[src/rtl/data_memory_arbiter_if.sv]
// rtl/data_memory_arbiter_if.sv - request/response bundle between two requesters, the arbiter and data memory
// Purpose: groups the port A / port B request channels, the memory-side bus and busy.
// Ports (signals):
//   a_req/a_addr/a_wdata/a_wren/a_mode/a_unsigned  port A command, held until a_gnt
//   a_gnt/a_rvalid/a_rdata                         port A accept strobe and read response
//   b_*                                            same set for port B
//   mem_address/mem_data/mem_wren/mem_mode/mem_unsigned  command towards the data memory
//   mem_q                                          memory read data, one cycle after the access
//   busy                                           arbiter not idle
// Modports: slave = arbiter side, master = requesters + memory side.
interface data_memory_arbiter_if #(
  parameter int ADDR_W = 32,
  parameter int DATA_W = 32
);
  logic              a_req;
  logic [ADDR_W-1:0] a_addr;
  logic [DATA_W-1:0] a_wdata;
  logic              a_wren;
  logic [1:0]        a_mode;
  logic              a_unsigned;
  logic              a_gnt;
  logic              a_rvalid;
  logic [DATA_W-1:0] a_rdata;

  logic              b_req;
  logic [ADDR_W-1:0] b_addr;
  logic [DATA_W-1:0] b_wdata;
  logic              b_wren;
  logic [1:0]        b_mode;
  logic              b_unsigned;
  logic              b_gnt;
  logic              b_rvalid;
  logic [DATA_W-1:0] b_rdata;

  logic [ADDR_W-1:0] mem_address;
  logic [DATA_W-1:0] mem_data;
  logic              mem_wren;
  logic [1:0]        mem_mode;
  logic              mem_unsigned;
  logic [DATA_W-1:0] mem_q;

  logic              busy;

  modport slave (
    input  a_req, a_addr, a_wdata, a_wren, a_mode, a_unsigned,
    input  b_req, b_addr, b_wdata, b_wren, b_mode, b_unsigned,
    input  mem_q,
    output a_gnt, a_rvalid, a_rdata,
    output b_gnt, b_rvalid, b_rdata,
    output mem_address, mem_data, mem_wren, mem_mode, mem_unsigned,
    output busy
  );

  modport master (
    output a_req, a_addr, a_wdata, a_wren, a_mode, a_unsigned,
    output b_req, b_addr, b_wdata, b_wren, b_mode, b_unsigned,
    output mem_q,
    input  a_gnt, a_rvalid, a_rdata,
    input  b_gnt, b_rvalid, b_rdata,
    input  mem_address, mem_data, mem_wren, mem_mode, mem_unsigned,
    input  busy
  );
endinterface

[src/rtl/data_memory_arbiter.sv]
// rtl/data_memory_arbiter.sv - two-port arbiter serialising CPU and loader accesses onto one data memory
// Purpose: grants one requester per transaction, captures its command, issues one memory
//   access cycle and, for reads, returns mem_q to the owner one cycle later.
// Ports:
//   clock  single clock, rising edge
//   reset  synchronous active-low reset
//   bus    data_memory_arbiter_if.slave (port A, port B, memory side, busy)
// Build option: MEM_ARB_FIXED_PRIO_EN - port A always wins simultaneous requests;
//   default build alternates winners round-robin.
module data_memory_arbiter #(
  parameter int ADDR_W = 32,
  parameter int DATA_W = 32
) (
  input  logic                 clock,
  input  logic                 reset,
  data_memory_arbiter_if.slave bus
);

  typedef enum logic [1:0] {
    IDLE   = 2'd0,
    ACCESS = 2'd1,
    RESP   = 2'd2
  } state_e;

  state_e            state_q;
  logic              owner_q;        // 0 = port A, 1 = port B
`ifndef MEM_ARB_FIXED_PRIO_EN
  logic              last_owner_q;   // 0 = port A, 1 = port B
`endif
  logic [ADDR_W-1:0] cmd_addr_q;
  logic [DATA_W-1:0] cmd_wdata_q;
  logic              cmd_wren_q;
  logic [1:0]        cmd_mode_q;
  logic              cmd_unsigned_q;
  logic              mem_wren_q;
  logic              rvalid_q;

  logic              pick_b;
  logic              grant_en;
  logic              a_rvalid;
  logic              b_rvalid;

  always_comb begin
    pick_b   = 1'b0;
    grant_en = 1'b0;
`ifdef MEM_ARB_FIXED_PRIO_EN
    pick_b = bus.b_req & ~bus.a_req;
`else
    // On contention, the port that did not win last time goes first.
    pick_b = bus.b_req & (~bus.a_req | ~last_owner_q);
`endif
    // Gated by reset so no grant can be seen while reset is asserted.
    grant_en = reset & (state_q == IDLE) & (bus.a_req | bus.b_req);
  end

  assign bus.a_gnt = grant_en & ~pick_b;
  assign bus.b_gnt = grant_en & pick_b;

  // Reset also masks the response so an aborted read never shows rvalid.
  assign a_rvalid     = reset & rvalid_q & ~owner_q;
  assign b_rvalid     = reset & rvalid_q & owner_q;
  assign bus.a_rvalid = a_rvalid;
  assign bus.b_rvalid = b_rvalid;
  assign bus.a_rdata  = a_rvalid ? bus.mem_q : '0;
  assign bus.b_rdata  = b_rvalid ? bus.mem_q : '0;

  // The memory bus is driven straight from the command registers, so address,
  // data, mode and the unsigned flag hold the last command between accesses.
  assign bus.mem_address  = cmd_addr_q;
  assign bus.mem_data     = cmd_wdata_q;
  assign bus.mem_mode     = cmd_mode_q;
  assign bus.mem_unsigned = cmd_unsigned_q;
  assign bus.mem_wren     = mem_wren_q;
  assign bus.busy         = (state_q != IDLE);

  always_ff @(posedge clock) begin
    if (!reset) begin
      state_q        <= IDLE;
      owner_q        <= 1'b0;
`ifndef MEM_ARB_FIXED_PRIO_EN
      last_owner_q   <= 1'b1;
`endif
      cmd_addr_q     <= '0;
      cmd_wdata_q    <= '0;
      cmd_wren_q     <= 1'b0;
      cmd_mode_q     <= 2'b00;
      cmd_unsigned_q <= 1'b0;
      mem_wren_q     <= 1'b0;
      rvalid_q       <= 1'b0;
    end else begin
      case (state_q)
        IDLE: begin
          if (grant_en) begin
            owner_q        <= pick_b;
`ifndef MEM_ARB_FIXED_PRIO_EN
            last_owner_q   <= pick_b;
`endif
            cmd_addr_q     <= pick_b ? bus.b_addr     : bus.a_addr;
            cmd_wdata_q    <= pick_b ? bus.b_wdata    : bus.a_wdata;
            cmd_wren_q     <= pick_b ? bus.b_wren     : bus.a_wren;
            cmd_mode_q     <= pick_b ? bus.b_mode     : bus.a_mode;
            cmd_unsigned_q <= pick_b ? bus.b_unsigned : bus.a_unsigned;
            // Write strobe is registered here so it is high for the ACCESS cycle only.
            mem_wren_q     <= pick_b ? bus.b_wren     : bus.a_wren;
            state_q        <= ACCESS;
          end
        end
        ACCESS: begin
          mem_wren_q <= 1'b0;
          if (cmd_wren_q) begin
            state_q <= IDLE;
          end else begin
            rvalid_q <= 1'b1;
            state_q  <= RESP;
          end
        end
        RESP: begin
          rvalid_q <= 1'b0;
          state_q  <= IDLE;
        end
        default: begin
          mem_wren_q <= 1'b0;
          rvalid_q   <= 1'b0;
          state_q    <= IDLE;
        end
      endcase
    end
  end

endmodule

[src/flat_wrapper.sv]
// flat-port wrapper written by rule: the top's interface ports become plain ports
module data_memory_arbiter_flat 
#(
  parameter int ADDR_W = 32,
  parameter int DATA_W = 32
)
  (clock, reset, bus_a_req, bus_a_addr, bus_a_wdata, bus_a_wren, bus_a_mode, bus_a_unsigned, bus_b_req, bus_b_addr, bus_b_wdata, bus_b_wren, bus_b_mode, bus_b_unsigned, bus_mem_q, bus_a_gnt, bus_a_rvalid, bus_a_rdata, bus_b_gnt, bus_b_rvalid, bus_b_rdata, bus_mem_address, bus_mem_data, bus_mem_wren, bus_mem_mode, bus_mem_unsigned, bus_busy);
  data_memory_arbiter_if #(.ADDR_W(ADDR_W), .DATA_W(DATA_W)) bus_i ();
  input  logic clock;
  input  logic reset;
  input wire logic [$bits(bus_i.a_req)-1:0] bus_a_req;
  input wire logic [$bits(bus_i.a_addr)-1:0] bus_a_addr;
  input wire logic [$bits(bus_i.a_wdata)-1:0] bus_a_wdata;
  input wire logic [$bits(bus_i.a_wren)-1:0] bus_a_wren;
  input wire logic [$bits(bus_i.a_mode)-1:0] bus_a_mode;
  input wire logic [$bits(bus_i.a_unsigned)-1:0] bus_a_unsigned;
  input wire logic [$bits(bus_i.b_req)-1:0] bus_b_req;
  input wire logic [$bits(bus_i.b_addr)-1:0] bus_b_addr;
  input wire logic [$bits(bus_i.b_wdata)-1:0] bus_b_wdata;
  input wire logic [$bits(bus_i.b_wren)-1:0] bus_b_wren;
  input wire logic [$bits(bus_i.b_mode)-1:0] bus_b_mode;
  input wire logic [$bits(bus_i.b_unsigned)-1:0] bus_b_unsigned;
  input wire logic [$bits(bus_i.mem_q)-1:0] bus_mem_q;
  output wire logic [$bits(bus_i.a_gnt)-1:0] bus_a_gnt;
  output wire logic [$bits(bus_i.a_rvalid)-1:0] bus_a_rvalid;
  output wire logic [$bits(bus_i.a_rdata)-1:0] bus_a_rdata;
  output wire logic [$bits(bus_i.b_gnt)-1:0] bus_b_gnt;
  output wire logic [$bits(bus_i.b_rvalid)-1:0] bus_b_rvalid;
  output wire logic [$bits(bus_i.b_rdata)-1:0] bus_b_rdata;
  output wire logic [$bits(bus_i.mem_address)-1:0] bus_mem_address;
  output wire logic [$bits(bus_i.mem_data)-1:0] bus_mem_data;
  output wire logic [$bits(bus_i.mem_wren)-1:0] bus_mem_wren;
  output wire logic [$bits(bus_i.mem_mode)-1:0] bus_mem_mode;
  output wire logic [$bits(bus_i.mem_unsigned)-1:0] bus_mem_unsigned;
  output wire logic [$bits(bus_i.busy)-1:0] bus_busy;
  assign bus_i.a_req = bus_a_req;
  assign bus_i.a_addr = bus_a_addr;
  assign bus_i.a_wdata = bus_a_wdata;
  assign bus_i.a_wren = bus_a_wren;
  assign bus_i.a_mode = bus_a_mode;
  assign bus_i.a_unsigned = bus_a_unsigned;
  assign bus_i.b_req = bus_b_req;
  assign bus_i.b_addr = bus_b_addr;
  assign bus_i.b_wdata = bus_b_wdata;
  assign bus_i.b_wren = bus_b_wren;
  assign bus_i.b_mode = bus_b_mode;
  assign bus_i.b_unsigned = bus_b_unsigned;
  assign bus_i.mem_q = bus_mem_q;
  assign bus_a_gnt = bus_i.a_gnt;
  assign bus_a_rvalid = bus_i.a_rvalid;
  assign bus_a_rdata = bus_i.a_rdata;
  assign bus_b_gnt = bus_i.b_gnt;
  assign bus_b_rvalid = bus_i.b_rvalid;
  assign bus_b_rdata = bus_i.b_rdata;
  assign bus_mem_address = bus_i.mem_address;
  assign bus_mem_data = bus_i.mem_data;
  assign bus_mem_wren = bus_i.mem_wren;
  assign bus_mem_mode = bus_i.mem_mode;
  assign bus_mem_unsigned = bus_i.mem_unsigned;
  assign bus_busy = bus_i.busy;
  data_memory_arbiter #(.ADDR_W(ADDR_W), .DATA_W(DATA_W)) u_core (.clock(clock), .reset(reset), .bus(bus_i));
endmodule
[config.mk]
export PLATFORM = sky130hd
export DESIGN_NAME = data_memory_arbiter_flat
export DESIGN_NICKNAME = d
export VERILOG_FILES = /design/src/rtl/data_memory_arbiter_if.sv /design/src/rtl/data_memory_arbiter.sv /design/src/flat_wrapper.sv
export SDC_FILE = /design/constraint.sdc
export NUM_CORES = 1
export LEC_CHECK = 0
export ABC_AREA = 1
export BUFFER_PORTS_ARGS = -buffer_cell sky130_fd_sc_hd__buf_2
export CORE_AREA = 2 2 119 121
export CTS_BUF_LIST = sky130_fd_sc_hd__clkbuf_4 sky130_fd_sc_hd__clkbuf_8
export CTS_CLUSTER_SIZE = 12
export DETAILED_ROUTE_END_ITERATION = 6
export DIE_AREA = 0 0 121 123
export PLACE_DENSITY_LB_ADDON = 0.3
export SLEW_MARGIN = 10
export SYNTH_ARGS = -nofsm -noshare
export SYNTH_HDL_FRONTEND = slang
export SYNTH_SLANG_ARGS = --single-unit
[constraint.sdc]
create_clock -name clock -period 1.3 [get_ports clock]
set_clock_uncertainty 0.2 [all_clocks]
set_input_delay 0.065 -clock clock [delete_from_list [all_inputs] [get_ports clock]]
set_output_delay 0.065 -clock clock [all_outputs]
set_load 0.05 [all_outputs]
==> After elaboration in Yosys (flattened, before gate mapping) <==
Index checks and enable logic that the tools add are counted.
{ "classes": {"addsub": 0, "reduce_logical": 5, "n_eq_ne": 4, "n_mux": 14, "n_shift": 0, "n_mul": 0, "bitwise_logic": 16, "div": 0, "n_lt_le_gt_ge": 0} }
{ "ops": {"columns": ["op", "n"], "rows": [
  ["2-to-1 mux 32 bit", 4],
  ["AND 1 bit", 8],
  ["2-to-1 mux 2 bit", 3],
  ["inverter 1 bit", 6],
  ["AND reduction 2 bit", 3],
  ["2-to-1 mux 1 bit", 4],
  ["case mux 1 bit (2 select lines)", 2],
  ["case mux 2 bit (2 select lines)", 1],
  ["equality test 2 x 1 -> 1 bit, second input constant", 1],
  ["equality test 2 bit, second input constant", 1],
  ["zero test 2 bit", 1],
  ["inequality test 2 x 1 -> 1 bit, second input constant", 1],
  ["inequality test 2 bit, second input constant", 1],
  ["bitwise OR 1 bit", 2],
  ["nonzero test 2 bit", 1]
]} }
{ "word_totals": {"latch_bits": 0, "word_cells": 49, "mem_count": 0, "reg_bits": 74, "output_inout_bits": 137, "ramBits": 0, "input_bits": 172, "mem_bits_ro": 0} }

==> Longest topological paths before layout <==
{ "depth": {"word_depth": 6, "ltp_mapped": 8, "mapped_depth_nobuf": 6} }

==> Worst setup path after synthesis <==
No wires, ideal clock.
{ "synth_timing": {"path_type": "reg2out", "start": "register u_core.rvalid_q", "end": "output bus_a_rdata[0]", "stages_incl_launch_ff": 6, "arrival_time_ns": 2.158, "n_path_buf": 1, "t_required_ns": 1.035, "slack_ns": -1.123, "cell_sequence": "dfxtp_1 -> nand2_1 -> nor2_1 -> inv_1 -> clkbuf_1 -> nor2_1"} }
{ "synth_via": {"elab_chain_cells": 3} }
{ "synth_lines": {"columns": ["element", "line_no", "rtl"], "rows": [
  ["start: declaration", "data_memory_arbiter.sv:36", "logic rvalid_q;"],
  ["start signal: assignment", "data_memory_arbiter.sv:89", "rvalid_q <= 1'b0;"],
  ["start signal: assignment", "data_memory_arbiter.sv:113", "rvalid_q <= 1'b1;"],
  ["start signal: assignment", "data_memory_arbiter.sv:118", "rvalid_q <= 1'b0;"],
  ["AND 1 bit (2 in series)", "data_memory_arbiter.sv:60", "assign a_rvalid = reset & rvalid_q & ~owner_q;"],
  ["net bus_a_rvalid", "flat_wrapper.sv:25", "output wire logic [$bits(bus_i.a_rvalid)-1:0] bus_a_rvalid;"],
  ["2-to-1 mux 32 bit", "data_memory_arbiter.sv:64", "assign bus.a_rdata = a_rvalid ? bus.mem_q : '0;"],
  ["end: declaration", "flat_wrapper.sv:26", "output wire logic [$bits(bus_i.a_rdata)-1:0] bus_a_rdata;"]
]} }
The timed path passes the listed nets, and every way through them passes these cells.

==> Worst setup path after layout <==
{ "layout_timing": {"start": "register u_core.rvalid_q", "end": "output bus_a_rdata[10]"} }
{ "layout_via": {"elab_chain_cells": 3} }
{ "layout_lines": {"columns": ["element", "line_no"], "rows": [
  ["AND 1 bit (2 in series)", "data_memory_arbiter.sv:60"],
  ["2-to-1 mux 32 bit", "data_memory_arbiter.sv:64"]
]} }
No other way between the ends.

==> impl_results.md <==
* Synth Area in Simple Gates at 43.26%
* Most used cell along the critical path: nor2_4
* Wire per inst at about 16 um
* Met2 wire length at about 11 mm
* Final Max Tran Viols at 0
* Status: finished with violations
* Setup crit end kind: primary output
* Most frequent cells in the layout: nand2_1, buf_2, dlygate4sd3_1
* GRT Overall Usage at ~27%
* 1st-iter DRT viols at 442
* CTS Buf Count at 9
* Die height at between 100 and 150 um
* Gr ovfl total at 0
* Syn Inst Count at around 660
* Static Leak at 4.553 nW
* Die width at 121 um
* Final period utilization at 131.2%
* Final worst setup slack at -0.4052 ns
* Failing checks: negative setup slack
* I/O Pins at 309
* Wl on met1 at roughly 7.6 mm
* Clk root buf: clkbuf_8
* Final setup viols at 141
* # rows at 43
* Layout net count at approximately 1300
* Routed wire length at around 21 mm
* RSZ-0062 raised after global routing: true
* Sequential share of the synthesized area at between 30% and 40%
* Crit path cell chain: nand2_2, nor2_4, inv_6, buf_12, nor2_4, buf_6
* Max clock buf depth at 2
* Relative slew slack at between 70% and 80%
* CP max-delay cell: dfxtp_2
* Remaining antenna violation count at 0
* Port Buf Inserts at 308
* Startpoint types: flop
* Post-Synth XOR/XNOR Area at 0%
* Arrival @ worst endpoint at between 1 and 1.5 ns
* Post-DP HPWL at about 11 mm
* Maximum VDD drop at roughly 0.00058 V
* H-tree depth at 3
* Crit path time final at approximately 1.7 ns
* Crit-path max cell delay at 0.34 ns
* Mapped cell area at slightly below 4000 um2
* Post-synthesis compound-gate area fraction at 9.152%
* Layout cells sized above 1 at 44.25%
* Drc violations at 0
* Worst slew pin tran at roughly 0.39 ns
* Critical path type: flop to primary output
* Antenna violations before repair at 1
* Clk_lat worst skew at about 0.34 ns
* Worst endpoint required time at just over 1 ns
* Core ar. at around 14000 um2
* Yosys Warn Count at 0
* Syn Area/Cell at 5.921 um2
* Vias in the first global route at between 6000 and 7000
* Placement Setup Slack at -0.1801 ns
* Most common cell after layout, fill and taps aside: nand2_1
* First-pass GRT wire length at ~32 mm
* Pin count of the biggest net entering global routing at ~70
* Fill cell count at 1026
* Max layer used: met4
* Routed vias/inst at between 4 and 5
* Final GP Congestion at between 0.7 and 0.8
* Post-synthesis adder-cell area fraction at 0%
* Final setup TNS at -42.26 ns
* CTS tree: yes
* Max Cap Violations at 0
* Hold crit path type: input port to flop
* Distinct cells, synth at 14
* Via count at between 6000 and 7000
* CTS Sinks at 74
* Clk slew on worst S/H paths at roughly 0.070 ns
* Die area at between 10000 and 15000 um2
* Power per cell area at between 800 and 900 nW/um2
* Final hold vios at 0
* Layout area overhead at 138.8%
* Synth Net Count at 830
* WL met3 at 1.833 mm
* Largest family of logic cells by synthesized area: simple AND/OR/NAND/NOR gates
* Initial DRT Pass Iterations at 5
* Mux contribution to synthesized area at 0%
* Yosys reg bits at 74
* Fmax at a little under 600 MHz
* Worst Path Max Fanout at 9
* Starting Density at around 29%
[final cells by class]
class | count | area (um2) | share of cell area [%]
multi-input combinational | 495 | 2700 | 29.02
clock buffer | 9 | 123.9 | 1.331
timing repair buffer | 516 | 4539 | 48.79
clock inverter | 5 | 56.30 | 0.6052
sequential | 74 | 1490 | 16.02
antenna | 2 | 5.005 | 0.05379
inverter | 40 | 163.9 | 1.762
tap | 180 | 225.2 | 2.421
[state kept, by name (all words and copies together), names as in the netlist, 2 cells and up]
register,flops
u_core.bus.mem_data,32
u_core.bus.mem_mode,2
u_core.state_q,2
u_core.bus.mem_address,32
[power breakdown]
group | switching, mW | internal, mW
registers | 0.0855 | 2.42
logic | 1.86 | 1.42
clock network | 0.894 | 0.866
[worst max-delay path, delay by kind of cell (launching register included)]
kind,cells,cell delay [ns]
DFF,1,0.34
buffers and inverters,3,0.43
and+or+nand+nor,3,0.33
[kinds of logic (layout without fill, tap and decap cells)]
| kind of cell | after synthesis | in the layout |
|---|---|---|
| compound gates | 71 | 71 |
| buf+inv | 89 | 570 |
| flops | 74 | 74 |
| other cells | 0 | 2 |
| simple gates | 424 | 424 |
[per-stage QoR]
| stage | total power, mW | utilization [%] | std cells | hold WS (ns) | cell area, um2 |
|---|---|---|---|---|---|
| 5_1_grt | 7.903 | 68.33 | 1320 | 0.08135 | 9301 |
| 3_5_place_dp | 4.873 | 47.46 | 1136 | 0.1604 | 6460 |
| 4_1_cts | 7.469 | 67.22 | 1315 | 0.03487 | 9150 |
| 6_report | 7.551 | 68.35 | 1321 | 0.05557 | 9304 |
| 2_1_floorplan | 4.102 | - | 658 | -0.05042 | 4503 |
| 3_3_place_gp | 4.870 | 47.46 | 1136 | 0.1502 | 6460 |
[per-layer routing]
layer	track usage (%)	vias up
li1	-	3004
met1	29.83	2915
met2	47.79	383
met3	6.273	75
met4	15.19	0
met5	0	-
[worst paths after layout]
check | slack (ns) | from | endpoint | cells past startpoint
worst min-delay path | 0.06 | reset | u_core.rvalid_q | 5
worst max register to register | -0.37 | u_core.state_q[0] | u_core.bus.mem_address[24] | 8
worst max-delay path | -0.41 | u_core.rvalid_q | bus_a_rdata[10] | 6
worst min register to register | 0.26 | u_core.bus.mem_data[29] | u_core.bus.mem_data[29] | 2
[cells in the mapped netlist (all sizes together)]
library cell / n / share of area [%]
a21oi: 69 / 8.9
buf: 27 / 3.6
clkbuf: 22 / 2.1
dfxtp: 74 / 38
inv: 40 / 3.9
nand2: 280 / 27
nand3: 70 / 9.0
nand3b: 1 / 0.19
nor2: 73 / 7.1
o21ai: 1 / 0.13
o22ai: 1 / 0.16
[repair_timing]
item | CTS | global route
setup buffers | 20 | 4
endpoints found under the setup margin | 141 | 141
resized for setup | 208 | 29
cloned | 10 | 1
hold endpoints to repair | 71 | 0
pin swaps | 21 | 6
hold buffers | 137 | 0
Power figures use the tool's default switching activity.
